### config.mk
export PLATFORM = sky130hd
export DESIGN_NAME = vraster_timing
export DESIGN_NICKNAME = d
export VERILOG_FILES = /design/src/rtl/vraster_timing.sv
export SDC_FILE = /design/constraint.sdc
export NUM_CORES = 1
export LEC_CHECK = 0
export BUFFER_PORTS_ARGS = -buffer_cell sky130_fd_sc_hd__buf_4
export CAP_MARGIN = 15
export CORE_MARGIN = 1
export CORE_UTILIZATION = 30
export CTS_CLUSTER_SIZE = 28
export DETAILED_ROUTE_END_ITERATION = 6
export SETUP_SLACK_MARGIN = 0.3
export SKIP_CTS_REPAIR_TIMING = 1
export SYNTH_ARGS = -nofsm -noshare
export SYNTH_HDL_FRONTEND = slang
export SYNTH_SLANG_ARGS = --single-unit
### constraint.sdc
create_clock -name clk24 -period 7.2 [get_ports clk24]
set_input_delay 1.44 -clock clk24 [delete_from_list [all_inputs] [get_ports clk24]]
set_output_delay 1.44 -clock clk24 [all_outputs]
set_load 0.05 [all_outputs]
### src/rtl/vraster_timing.sv
// Raster timing generator for the Vector-06C video path: pixel/line counters,
// sync and window decode, scrolled framebuffer addressing and the frame interrupt.
module vraster_timing #(
    parameter int H_TOTAL      = 768,
    parameter int H_ACT_START  = 128,
    parameter int H_ACT_LEN    = 512,
    parameter int H_SYNC_START = 664,
    parameter int H_SYNC_LEN   = 56,
    parameter int V_TOTAL      = 312,
    parameter int V_ACT_START  = 40,
    parameter int V_ACT_LEN    = 256,
    parameter int V_SYNC_START = 304,
    parameter int V_SYNC_LEN   = 4,
    parameter int V_INT_LINE   = 0,
    parameter int INT_TIMEOUT  = 4
) (
    input  logic       clk24,
    input  logic       resetn,
    input  logic       ce12,
    input  logic [7:0] scroll_in,
    input  logic       scroll_wr,
    input  logic       int_ack,
    output logic [9:0] hcount,
    output logic [8:0] vcount,
    output logic       hsync,
    output logic       vsync,
    output logic       active,
    output logic       border,
    output logic [7:0] row_addr,
    output logic [4:0] col_addr,
    output logic       frame_start,
    output logic       int_req
);

    localparam logic [9:0] H_LAST = 10'(H_TOTAL - 1);
    localparam logic [9:0] HA_LO  = 10'(H_ACT_START);
    localparam logic [9:0] HA_HI  = 10'(H_ACT_START + H_ACT_LEN);
    localparam logic [9:0] HS_LO  = 10'(H_SYNC_START);
    localparam logic [9:0] HS_HI  = 10'(H_SYNC_START + H_SYNC_LEN);
    localparam logic [8:0] V_LAST = 9'(V_TOTAL - 1);
    localparam logic [8:0] VA_LO  = 9'(V_ACT_START);
    localparam logic [8:0] VA_HI  = 9'(V_ACT_START + V_ACT_LEN);
    localparam logic [8:0] VS_LO  = 9'(V_SYNC_START);
    localparam logic [8:0] VS_HI  = 9'(V_SYNC_START + V_SYNC_LEN);
    localparam logic [8:0] V_INT  = 9'(V_INT_LINE);
    localparam logic [7:0] VA_LO8 = 8'(V_ACT_START);
    localparam logic [7:0] ROW_RST = 8'(256 - V_ACT_START);
    localparam int         TW     = $clog2(INT_TIMEOUT + 1);
    localparam logic [TW-1:0] T_LAST = TW'(INT_TIMEOUT - 1);

    typedef enum logic {IDLE, REQ} int_state_t;

    logic       h_wrap, f_wrap, raise;
    logic [9:0] h_nxt;
    logic [8:0] v_nxt, v_sel;
    logic       hs_nxt, vs_nxt, act_nxt;
    logic [4:0] col_nxt;
    logic [7:0] shadow, roll, roll_eff;
    int_state_t state;
    logic [TW-1:0] timer;

    // Decode is done on the next counter values so the registered outputs
    // line up with the hcount/vcount they describe.
    always_comb begin
        h_wrap  = (hcount == H_LAST);
        f_wrap  = h_wrap && (vcount == V_LAST);
        h_nxt   = h_wrap ? 10'd0 : hcount + 10'd1;
        v_nxt   = h_wrap ? (f_wrap ? 9'd0 : vcount + 9'd1) : vcount;
        hs_nxt  = (h_nxt >= HS_LO) && (h_nxt < HS_HI);
        vs_nxt  = (v_nxt >= VS_LO) && (v_nxt < VS_HI);
        act_nxt = (h_nxt >= HA_LO) && (h_nxt < HA_HI) && (v_nxt >= VA_LO) && (v_nxt < VA_HI);
        col_nxt = act_nxt ? 5'((h_nxt - HA_LO) >> 4) : 5'd0;
        raise   = ce12 && h_wrap && (v_nxt == V_INT);
        // A write coincident with the frame_start cycle lands in the new frame.
        roll_eff = frame_start ? (scroll_wr ? scroll_in : shadow) : roll;
        v_sel    = ce12 ? v_nxt : vcount;
    end

    always_ff @(posedge clk24) begin
        if (!resetn) begin
            hcount      <= '0;
            vcount      <= '0;
            hsync       <= 1'b0;
            vsync       <= 1'b0;
            active      <= 1'b0;
            border      <= 1'b0;
            col_addr    <= '0;
            row_addr    <= ROW_RST;
            frame_start <= 1'b0;
            shadow      <= '0;
            roll        <= '0;
        end else begin
            frame_start <= ce12 && f_wrap;
            if (scroll_wr)
                shadow <= scroll_in;
            roll <= roll_eff;
            // Row is also refreshed on the frame_start cycle so (0,0) sees the new roll.
            if (ce12 || frame_start)
                row_addr <= 8'(v_sel) - VA_LO8 + roll_eff;
            if (ce12) begin
                hcount   <= h_nxt;
                vcount   <= v_nxt;
                hsync    <= hs_nxt;
                vsync    <= vs_nxt;
                active   <= act_nxt;
                border   <= !act_nxt && !hs_nxt && !vs_nxt;
                col_addr <= col_nxt;
            end
        end
    end

    // Frame interrupt: raised once per frame, cleared by ack or after INT_TIMEOUT lines.
    always_ff @(posedge clk24) begin
        if (!resetn) begin
            state   <= IDLE;
            int_req <= 1'b0;
            timer   <= '0;
        end else if (raise) begin
            state   <= REQ;
            int_req <= 1'b1;
            timer   <= '0;
        end else if (state == REQ) begin
            if (int_ack) begin
                state   <= IDLE;
                int_req <= 1'b0;
            end else if (ce12 && h_wrap) begin
                if (timer == T_LAST) begin
                    state   <= IDLE;
                    int_req <= 1'b0;
                end else begin
                    timer <= timer + 1'b1;
                end
            end
        end
    end

endmodule

## Yosys cells after proc, flatten, opt, wreduce, memory -nomap -nowiden

Cells that the tools add are included.

- Bits in registers: 58
- Output and inout bits: 38
- Word-level logic and storage cells: 74

- Add/sub/neg operators: 6
- Order comparisons: 8
- Equal/unequal tests: 3
- Muxes and demuxes: 17
- Bitwise operators: 3
- Reduce and logical (&&, ||, !) cells: 22

Operators with widths:

| cell | count |
|---|---|
| $mux 8 | 3 |
| $lt 10x10->1 const B | 2 |
| $lt 9x9->1 const B | 2 |
| $mux 9 | 2 |
| $logic_and 1x1->1 | 11 |
| $add 10x1->10 const B | 1 |
| $eq 10x10->1 const B | 1 |
| $ge 10x10->1 const B | 1 |
| $ge 10x8->1 const B | 1 |
| $mux 1 | 10 |
| $mux 10 | 1 |
| $add 9x1->9 const B | 1 |
| $eq 9x9->1 const B | 1 |
| $ge 9x6->1 const B | 1 |
| $ge 9x9->1 const B | 1 |
| $logic_not 9->1 | 1 |
| $sub 9x8->9 const B | 1 |
| $add 8x8->8 | 1 |
| $sub 8x6->8 const B | 1 |
| $reduce_bool 3->1 | 2 |
| $mux 5 | 1 |
| $reduce_and 4->1 | 1 |
| $add 3x1->3 const B | 1 |
| $eq 3x2->1 const B | 1 |
| 6 further kinds | 10 |

## Depth between registers and ports, before layout

Gate-level depths: netlist of run 1.

- Word-level depth: 10
- Gate-level depth with buffers: 19
- Gate-level depth less buffers: 17

## Worst setup path before layout of run 1

No wires, ideal clock.

- Path type: input-to-reg
- From: input scroll_wr
- To: register row_addr[7]
- Data arrival time: 3808 ps
- Required time: 7061 ps
- Setup slack: 3253 ps
- Stages: 13
- Path buffers: 1
- Cell sequence: clkbuf_1 mux2i_1 a21oi_1 ha_1 ha_1 fa_1 a21oi_1 nor2_1 nor2_1 o21bai_1 a21oi_1 xnor2_1 o211ai_1

- Word-level cells in the longest chain between the ends: 3

Ends and longest elaborated chain:

| item | RTL line | text |
|---|---|---|
| from (decl) | 21 | `input logic scroll_wr,` |
| $mux 8 | n/a |  |
| $mux 8 | 75 | `roll_eff = frame_start ? (scroll_wr ? scroll_in : shadow) : roll;` |
| net roll_eff[1] | 58 | `logic [7:0] shadow, roll, roll_eff;` |
| $add 8x8->8 | 99 | `row_addr <= 8'(v_sel) - VA_LO8 + roll_eff;` |
| to (signal assigned) | 99 |  |
| to (decl) | 29 | `output logic [7:0] row_addr,` |

The timed path passes the listed nets, and every way through them passes these cells.
A chain may end at the register's enable or synchronous reset.

## Worst setup path in the final report of run 1

- From: input ce12
- To: register row_addr[7]

- Word-level cells in the longest chain between the ends: 3
- Elaborated cells on any way between the ends: 4
- Classes of those cells: add/sub (2); mux (1); reduce/logical (1)

Ends and longest elaborated chain:

| item | RTL line | text |
|---|---|---|
| from (decl) | 19 | `input logic ce12,` |
| $mux 8 | n/a |  |
| net v_sel[1] | 55 | `logic [8:0] v_nxt, v_sel;` |
| $sub 8x6->8 | 99 |  |
| $add 8x8->8 | 99 |  |

The timed path passes the listed nets, and every way through them passes these cells.

==> impl_metrics.tcl, run 1 <==
set metrics [dict create \
    status "finished, final reports clean" \
    nets 469 \
    wirelength_um 8090 \
    die_area_um2 11500 \
    tightest_slew_ns 0.704 \
    clockPowerShare_pct 47.6 \
    grt_util_all_layers_pct 14.8 \
    synth_top_flop_cell "dfxtp_1" \
    die_h_um 107 \
    wl_per_cell_um 13.9 \
    cp_max_fo 38 \
    avgSynthCellArea_um2 8.21 \
    drive_gt1_share_pct 18.5 \
    grt_antenna_before_repair 0 \
    pin_count 51 \
    min_period_ns 4.15 \
    port_buffers 50 \
    cts.htree.levels 3 \
    synth_edf_count 0 \
    endpoint_kind "flip-flop" \
    routabilityCongestion 0.839 \
    tns_ns 0 \
    maxCapViolations 0 \
    yosys-top-cells-count "dfxtp_1 (58), nor2_1 (58), nand2_1 (31), a21oi_1 (27), o21ai_0 (23)" \
    cts_tree "built" \
    grt_pass1_wl_um 13400 \
    clkTransAtPathRegs_ns 0.07 \
    antenna_left 0 \
    yosysUniqueCellTypes 60 \
    p_leak_nw 1.58 \
    swShare_pct 24.0 \
    drcViolationCount 0 \
    fmax_mhz 241 \
    dr.first_iter.drc_count 181 \
    post-place-ws_ns 2.71 \
    cp-start-kind "input pin" \
    ff_latch_area_um2 1160 \
    power.share.combinational_pct 5.9 \
    hpwl_um 5920 \
    cts.sinks 58 \
    power_per_cell_area_nw_per_um2 179 \
    die_w_um 107 \
    layout_setup_ws_ns 3.05 \
    hold_path_class "flip-flop to flip-flop" \
    numCtsBuffers 9 \
    intPower_mw 0.539 \
    grt_pass1_vias 2795 \
    multi_input_area_um2 1960 \
    synth_nets 436 \
    ys_warn_count 0 \
    start_util_pct 30.7 \
    setup_violations 0 \
    slew_viol_final 0 \
    nFillCells 1146 \
    rsz0062_at_grt "false" \
    synth_area_leader_cell "dfxtp_1" \
    slowest_stage "fa_1" \
    postSynth.asyncResetShare_pct 0 \
    ys_ff_latch 58 \
    grt-ovfl-total 0 \
    core_region_area_um2 10800 \
    grt_max_degree 39 \
    synth.area.top_cells "dfxtp_1 (35%), nor2_1 (6.5%), ha_1 (6.4%), a21oi_1 (4.1%), xnor2_1 (4.0%)" \
    netlist.area_leader.share_pct 34.9 \
    cp_data_required_time_ns 7.41 \
    final_core_util_pct 36.5 \
    p_sw_mw 0.170 \
    cp_slowest_stage_delay_ns 0.41 \
    root_buffer "clkbuf_8" \
    skew_ns 0.00909 \
    yosysSeqAreaShare_pct 34.9 \
    slew_headroom_pct 52.9 \
    holdWs_ns 0.457 \
    core.rowCount 38 \
    viasPerCell 5.04 \
    seq_power_share_pct 46.4 \
    worstSkewPairLatency_ns 0.35 \
    cp_cell_sequence "buf_4 > nand4_1 > o31ai_1 > ha_1 > ha_1 > fa_1 > a21oi_1 > nor2_1 > nor2_1 > o21bai_1 > a21oi_1 > xnor2_1 > o211ai_1" \
    syn_area_um2 3330 \
    vdd_drop_max_uv 85.1 \
    crit_type "input pin to flip-flop" \
    cts_buffer_depth 2 \
    vias 2939 \
    cp.arrival_ns 4.36 \
    diodes 0 \
    period_share_pct 57.7 \
    syn_inst 405 \
    syn2layout_area_growth_pct 19.0 \
    finalHoldViolCount 0 \
    drt_pass1_iterations 4 \
]
-- power by group through the flow --
stage	clock (mW)	combinational, mW	sequential [mW]
final	0.338	0.0421	0.329
after global routing	0.365	0.0464	0.330
after CTS	0.346	0.0427	0.329
after detailed placement	0	0.0426	0.337
after global placement	0	0.0422	0.337
after floorplan	0	0.0209	0.344
-- final timing paths --
check / startpoint / to / slack, ns / depth (start not counted)
worst max-delay path: ce12 / row_addr[7] / 3.05 / 13
worst min-delay path: state / state / 0.46 / 2
worst max register to register: hcount[1] / row_addr[7] / 3.16 / 14
worst min register to register: state / state / 0.46 / 2
-- sequential cells by signal (all words and copies together) (netlist names) --
| signal | count |
|---|---|
| active | 1 |
| border | 1 |
| col_addr | 5 |
| frame_start | 1 |
| hcount | 10 |
| hsync | 1 |
| int_req | 1 |
| roll | 8 |
| row_addr | 8 |
| shadow | 8 |
| state | 1 |
| timer | 3 |
| vcount | 9 |
| vsync | 1 |
-- cell families (layout without fill, tap and decap cells) --
kind of cell,Yosys count,after routing,synth area share [%]
compound gates,84,84,16.1
xor+xnor,21,21,5.53
fa+ha+maj,18,18,7.00
buf+inv,43,81,6.21
flops,58,58,34.9
mux,14,14,4.33
simple gates,167,167,25.9
-- cell type report --
type                            instances  area share [%]
Multi-Input combinational cell        304            49.5
Tap cell                              140            4.43
Clock inverter                          7            2.59
Clock buffer                            9            3.13
Sequential cell                        58            29.3
Inverter                               14            1.33
Timing Repair Buffer                   51            9.68
-- layout by cell type (no fill, tap or decap), drive strengths merged, types with 4 or more instances in the layout --
master and instances:
xor2 6, nor2 59, nand2b 7, dfxtp 58, and2 15, mux2i 11, nand4 9, buf 51
a21oi 27, o21ai 24, xnor2 15, inv 15, nand3 11, nand3b 5, o31ai 4, ha 17
nor3 6, or3 6, clkbuf 9, nand2 31
-- critical path: cells and delay by family --
kind / cells / cell delay [ns]
AO/OA/AOI/OAI: 5 / 0.93
AND/OR/NAND/NOR: 3 / 0.61
XOR/XNOR: 1 / 0.13
buffers and inverters: 1 / 0.30
adder cells (fa/ha/maj): 3 / 0.93
-- metal layers --
| layer | vias up | routed length [µm] | track usage (%) |
|---|---|---|---|
| met3 | 21 | 394 | 4.24 |
| li1 | 1473 | - | - |
| met4 | 0 | 166 | 6.26 |
| met1 | 1377 | 3870 | 19.6 |
| met2 | 68 | 3660 | 22.3 |
| met5 | - | 0 | 0 |
-- stage by stage --
stage	instance area [µm²]	instances	total power, mW
floorplan	3330	405	0.365
global route	3960	583	0.741
CTS	3960	583	0.718
finish	3960	583	0.709
global placement	3730	567	0.379
detailed placement	3730	567	0.379
Power figures use the tool's default switching activity.
==> inputs of run 2 (changes only) <==
clock period = 4 ns   (was 7.2 ns; I/O delays follow)
==> run 2 against run 1 <==
  * Clock power rose by 78%
  * Global-route usage rose by 0.80 points
  * Highest routed layer unchanged
  * Clock skew fell by 0.0028 ns
  * Total power rose by 80%
  * Critical path type is now flip-flop to flip-flop
  * Via count rose by 0.58%
==> impl_metrics.tcl, run 2 (synthesis gave the netlist of run 1 again) <==
set metrics [dict create \
    clockPowerShare_pct 47.3 \
    power.share.combinational_pct 6.1 \
    endpoint_kind "flip-flop" \
    grt_pass1_vias 2822 \
    grt_max_degree 39 \
    hpwl_um 6050 \
    rsz0062_at_grt "false" \
    cp-start-kind "flip-flop" \
    period_share_pct 85.1 \
    gr-usage-met3_pct 4.78 \
    cts_tree "built" \
    grt_antenna_before_repair 0 \
    met2_usage_pct 22.8 \
    antenna_left 0 \
    finalHoldViolCount 0 \
    nets 478 \
    vdd_drop_max_uv 153 \
    top_register "hcount" \
    min_period_ns 3.40 \
    die_area_um2 11500 \
    status "finished, final reports clean" \
    wirelength_um 8290 \
    swShare_pct 23.0 \
    tightest_slew_ns 0.704 \
    root_buffer "clkbuf_8" \
    fmax_mhz 294 \
    cp_max_fo 7 \
    routabilityCongestion 0.838 \
    p_sw_mw 0.293 \
    cts.htree.levels 3 \
    syn2layout_area_growth_pct 21.3 \
    viasPerCell 4.99 \
    vias 2956 \
    p_leak_nw 1.62 \
    intPower_mw 0.981 \
    grt_pass1_wl_um 13900 \
    hold_path_class "flip-flop to flip-flop" \
    layout_commonest_cell "buf_4" \
    diodes 0 \
    cts.sinks 58 \
    grt_use_met1_pct 21.0 \
    numCtsBuffers 9 \
    slew_viol_final 0 \
    seq_power_share_pct 46.6 \
    core_region_area_um2 10800 \
    reg.largest.list "hcount x10, vcount x9" \
    grt-ovfl-total 0 \
    final_cell_mix "buf_4 (60), nor2_1 (58), dfxtp_1 (56)" \
    port_buffers 50 \
    dr.first_iter.drc_count 161 \
    tns_ns 0 \
    cp.arrival_ns 3.62 \
    crit_type "flip-flop to flip-flop" \
    worstSkewPairLatency_ns 0.36 \
    grt.busiest_layer "met2" \
    slew_headroom_pct 52.9 \
    drcViolationCount 0 \
    wl_per_cell_um 14.0 \
    skew_ns 0.00631 \
    clkTransAtPathRegs_ns 0.07 \
    holdWs_ns 0.457 \
    core.rowCount 38 \
    drt_pass1_iterations 4 \
    cts_buffer_depth 2 \
    largest_reg_flops 10 \
    die_h_um 107 \
    setup_violations 0 \
    drive_gt1_share_pct 21.0 \
    pin_count 51 \
    die_w_um 107 \
    power_per_cell_area_nw_per_um2 316 \
    grt_util_all_layers_pct 15.6 \
    maxCapViolations 0 \
    start_util_pct 30.7 \
    cp_data_required_time_ns 4.22 \
]
run 2: cell types whose count changed in the layout (fill, tap and decap cells not counted), sizes merged:
cell,delta
buf,+9
clkbuf,+2
clkinv,-1
inv,-1
run 2: final cells by class:
class	instances	area, µm²
fill	1133	6810
multi-input combinational	304	1970
sequential	58	1160
timing repair buffer	60	450
tap	140	175
clock buffer	11	141
clock inverter	5	77.6
inverter	14	52.6
run 2: power groups by stage:
stage          Clock (mW)  Combinational (mW)  Sequential, mW
6_report            0.603              0.0780           0.593
5_1_grt             0.644              0.0851           0.594
4_1_cts             0.617              0.0787           0.593
3_5_place_dp            0              0.0783           0.606
3_3_place_gp            0              0.0776           0.605
2_1_floorplan           0              0.0377           0.620
run 2: worst paths after layout:
| kind | start | endpoint | slack, ns | depth (start not counted) |
|---|---|---|---|---|
| min | row_addr[2] | row_addr[2] | 0.46 | 2 |
| min reg2reg | row_addr[2] | row_addr[2] | 0.46 | 2 |
| max reg2reg | vcount[0] | row_addr[7] | 0.60 | 15 |
| max | vcount[0] | row_addr[7] | 0.60 | 15 |
run 2: metal layers:
metal  vias to the layer above  share of wire [%]
met5                         -                  0
met4                         0                2.2
met3                        15                5.0
met2                        60                 45
met1                      1377                 48
li1                       1504                  -
run 2: critical path: stages, from the launching register on:
cell	delay, ns
dfxtp_1	0.46
ha_1	0.30
and4bb_2	0.25
and2_1	0.26
or2_2	0.17
o21ai_0	0.10
ha_1	0.21
ha_1	0.20
fa_1	0.40
a21oi_1	0.16
nor2_1	0.05
nor2_1	0.19
o21bai_1	0.10
a21oi_1	0.19
xnor2_1	0.13
o211ai_1	0.09
run 2: stage by stage:
step | utilization, % | total power [mW] | area, µm² | instances | setup slack (ns)
finish | 37.2 | 1.27 | 4030 | 592 | 0.598
global route | 37.2 | 1.32 | 4030 | 592 | 0.305
CTS | 36.9 | 1.29 | 4000 | 590 | 0.398
detailed placement | 34.9 | 0.684 | 3780 | 574 | 0.396
global placement | 34.9 | 0.683 | 3780 | 574 | 0.528
floorplan | - | 0.657 | 3330 | 405 | 0.371
==> inputs of run 3 (changes only) <==
ABC_AREA = 1   (was not set)
==> run 3 against run 2 <==
  * Worst hold slack lost 0.0015 ns
  * Via count increased by 0.51%
  * Final cell count up 10%
  * Clock skew is 0.0034 ns higher
  * Clock power is 3% higher
==> impl_metrics.tcl, run 3 <==
set metrics [dict create \
    status "finished, final reports clean" \
    die_h_um 106 \
    drcViolationCount 0 \
    largest_reg_flops 10 \
    synth_top_flop_cell "dfxtp_1" \
    clkTransAtPathRegs_ns 0.07 \
    synth_xor_area_share_pct 2.42 \
    hold_depth 2 \
    tns_ns 0 \
    vias 2971 \
    period_share_pct 83.0 \
    grt-ovfl-total 0 \
    slew_headroom_pct 51.9 \
    cp_max_fo 7 \
    min_period_ns 3.32 \
    setup_violations 0 \
    die_w_um 106 \
    slew_viol_final 0 \
    yosys-top-cells-count "nand2_1 (112), dfxtp_1 (58), nor2_1 (54), inv_1 (53), o21ai_0 (29)" \
    synth_edf_count 0 \
    core.rowCount 37 \
    nFillCells 1123 \
    synth.most_common_cell "nand2_1" \
    cp_cell_sequence "ha_1 > nand2_1 > nor2_4 > nand3_4 > nor2_8 > nand2_1 > o21ai_0 > inv_1 > ha_1 > ha_1 > fa_1 > nand2_1 > nand2_1 > nand2_1 > nand2_1 > nand2_1 > nand2_1 > a21oi_1 > xnor2_1 > nand3_1 > nand3_1 > nand2_1" \
    synth.area.top_cells "dfxtp_1 (36%), nand2_1 (13%), ha_1 (6.5%), nor2_1 (6.2%), inv_1 (6.1%)" \
    ys_ff_latch 58 \
    dr.first_iter.drc_count 150 \
    final_cell_mix "nand2_1 (112), buf_4 (61), nor2_1 (54), dfxtp_1 (54), inv_1 (53)" \
    synthMuxAreaShare_pct 2.16 \
    ff2ff_setup_slack_ns 0.68 \
    drive_gt1_share_pct 21.9 \
    grt_antenna_before_repair 0 \
    routabilityCongestion 0.793 \
    netlist.area_leader.share_pct 35.7 \
    cp_common_cell "nand2_1" \
    postSynth.asyncResetShare_pct 0 \
    synth_top_family_by_area "simple AND/OR/NAND/NOR gates" \
    slowest_stage "fa_1" \
    cts.sinks 58 \
    cts_tree "built" \
    maxCapViolations 0 \
    grt_pass1_wl_um 13100 \
    rsz0062_at_grt "false" \
    reg2reg_depth 22 \
    finalHoldViolCount 0 \
    root_buffer "clkbuf_8" \
    synth_nets 483 \
    r2r-start "hcount[0]" \
    cp_data_required_time_ns 4.24 \
    wl_per_cell_um 11.8 \
    syn_area_um2 3250 \
    synth_area_leader_cell "dfxtp_1" \
    wirelength_um 7720 \
    synthAdderAreaFrac_pct 7.16 \
    cp_slowest_stage_delay_ns 0.39 \
    grt_pass1_vias 2895 \
    top_register "hcount" \
    nets 543 \
    cp-start-kind "flip-flop" \
    crit_type "flip-flop to flip-flop" \
    multi_input_area_um2 1810 \
    yosysSeqAreaShare_pct 35.7 \
    hpwl_um 5840 \
    core_region_area_um2 10400 \
    drt_pass1_iterations 4 \
    ff_latch_area_um2 1170 \
    antenna_left 0 \
    numCtsBuffers 9 \
    cts.htree.levels 3 \
    grt_util_all_layers_pct 14.6 \
    holdWs_ns 0.456 \
    cp.arrival_ns 3.56 \
    start_util_pct 31.2 \
    ys_warn_count 0 \
    syn2layout_area_growth_pct 24.5 \
    tightest_slew_ns 0.718 \
    syn_inst 452 \
    pin_count 51 \
    die_area_um2 11300 \
    skew_ns 0.00971 \
    power_per_cell_area_nw_per_um2 346 \
    cts_buffer_depth 2 \
    port_buffers 50 \
    synth_compound_area_share_pct 10.6 \
    vdd_drop_max_uv 212 \
    endpoint_kind "flip-flop" \
    whs_endpoint "vsync" \
    fmax_mhz 301 \
    viasPerCell 4.55 \
    avgSynthCellArea_um2 7.19 \
    yosysUniqueCellTypes 43 \
    p_leak_nw 1.97 \
    grt_max_degree 34 \
    worstSkewPairLatency_ns 0.34 \
    synthSimpleGateAreaFrac_pct 33.1 \
    diodes 0 \
    hold_path_class "flip-flop to flip-flop" \
    layout_commonest_cell "nand2_1" \
    r2r_end "row_addr[7]" \
    reg.largest.list "hcount x10, vcount x9" \
    worstHoldStart "vsync" \
]
[run 3: power breakdown]
part	switching, mW	leakage (nW)	internal (mW)
Clock	0.235	0.117	0.385
Sequential	0.0150	0.474	0.595
Combinational	0.115	1.38	0.0576
Total	0.365	1.97	1.04
[run 3: worst max-delay path by stage]
stage,startpoint,to,slack [ns],cells after the start
floorplan,hcount[0],row_addr[7],0.34,24
global placement,ce12,row_addr[7],0.50,19
detailed placement,ce12,row_addr[7],0.44,19
CTS,hcount[0],row_addr[7],0.55,22
global route,hcount[0],row_addr[7],0.29,22
finish,hcount[0],row_addr[7],0.68,22
[run 3: cell type report]
class / count / area share [%]
clock buffer: 12 / 3.83
clock inverter: 4 / 1.82
inverter: 56 / 5.19
multi-input combinational: 326 / 44.8
sequential: 58 / 28.8
tap: 136 / 4.20
timing repair buffer: 61 / 11.3
[run 3: per-layer routing]
layer	global-route usage [%]	part of all wire [%]	wire (µm)
met1	17.0	46	3550
met3	4.29	6.0	464
met2	25.1	46	3560
met4	5.65	1.9	149
met5	0	0	0
[run 3: cell families (layout without fill, tap and decap cells)]
kind of cell / count (synthesis) / count (layout)
buf+inv: 69 / 133
compound gates: 62 / 62
simple gates: 229 / 230
xor+xnor: 9 / 9
mux: 7 / 7
fa+ha+maj: 18 / 18
flops: 58 / 58
[run 3: stage by stage]
stage               total power [mW]  instance area (µm²)  cells  util, %  setup slack, ns
floorplan                      0.745                 3250    452        -            0.345
global placement               0.794                 3750    629     36.0            0.495
detailed placement             0.796                 3750    629     36.0            0.440
CTS                             1.42                 3980    645     38.2            0.554
global route                    1.47                 4050    653     38.9            0.293
finish                          1.40                 4050    653     38.9            0.679
[run 3: critical path: cells and delay by family, from the launching register on]
| family | cells | cell delay [ns] |
|---|---|---|
| flops | 1 | 0.36 |
| compound gates | 2 | 0.25 |
| simple gates | 14 | 1.29 |
| xor+xnor | 1 | 0.16 |
| buf+inv | 1 | 0.07 |
| fa+ha+maj | 4 | 1.08 |
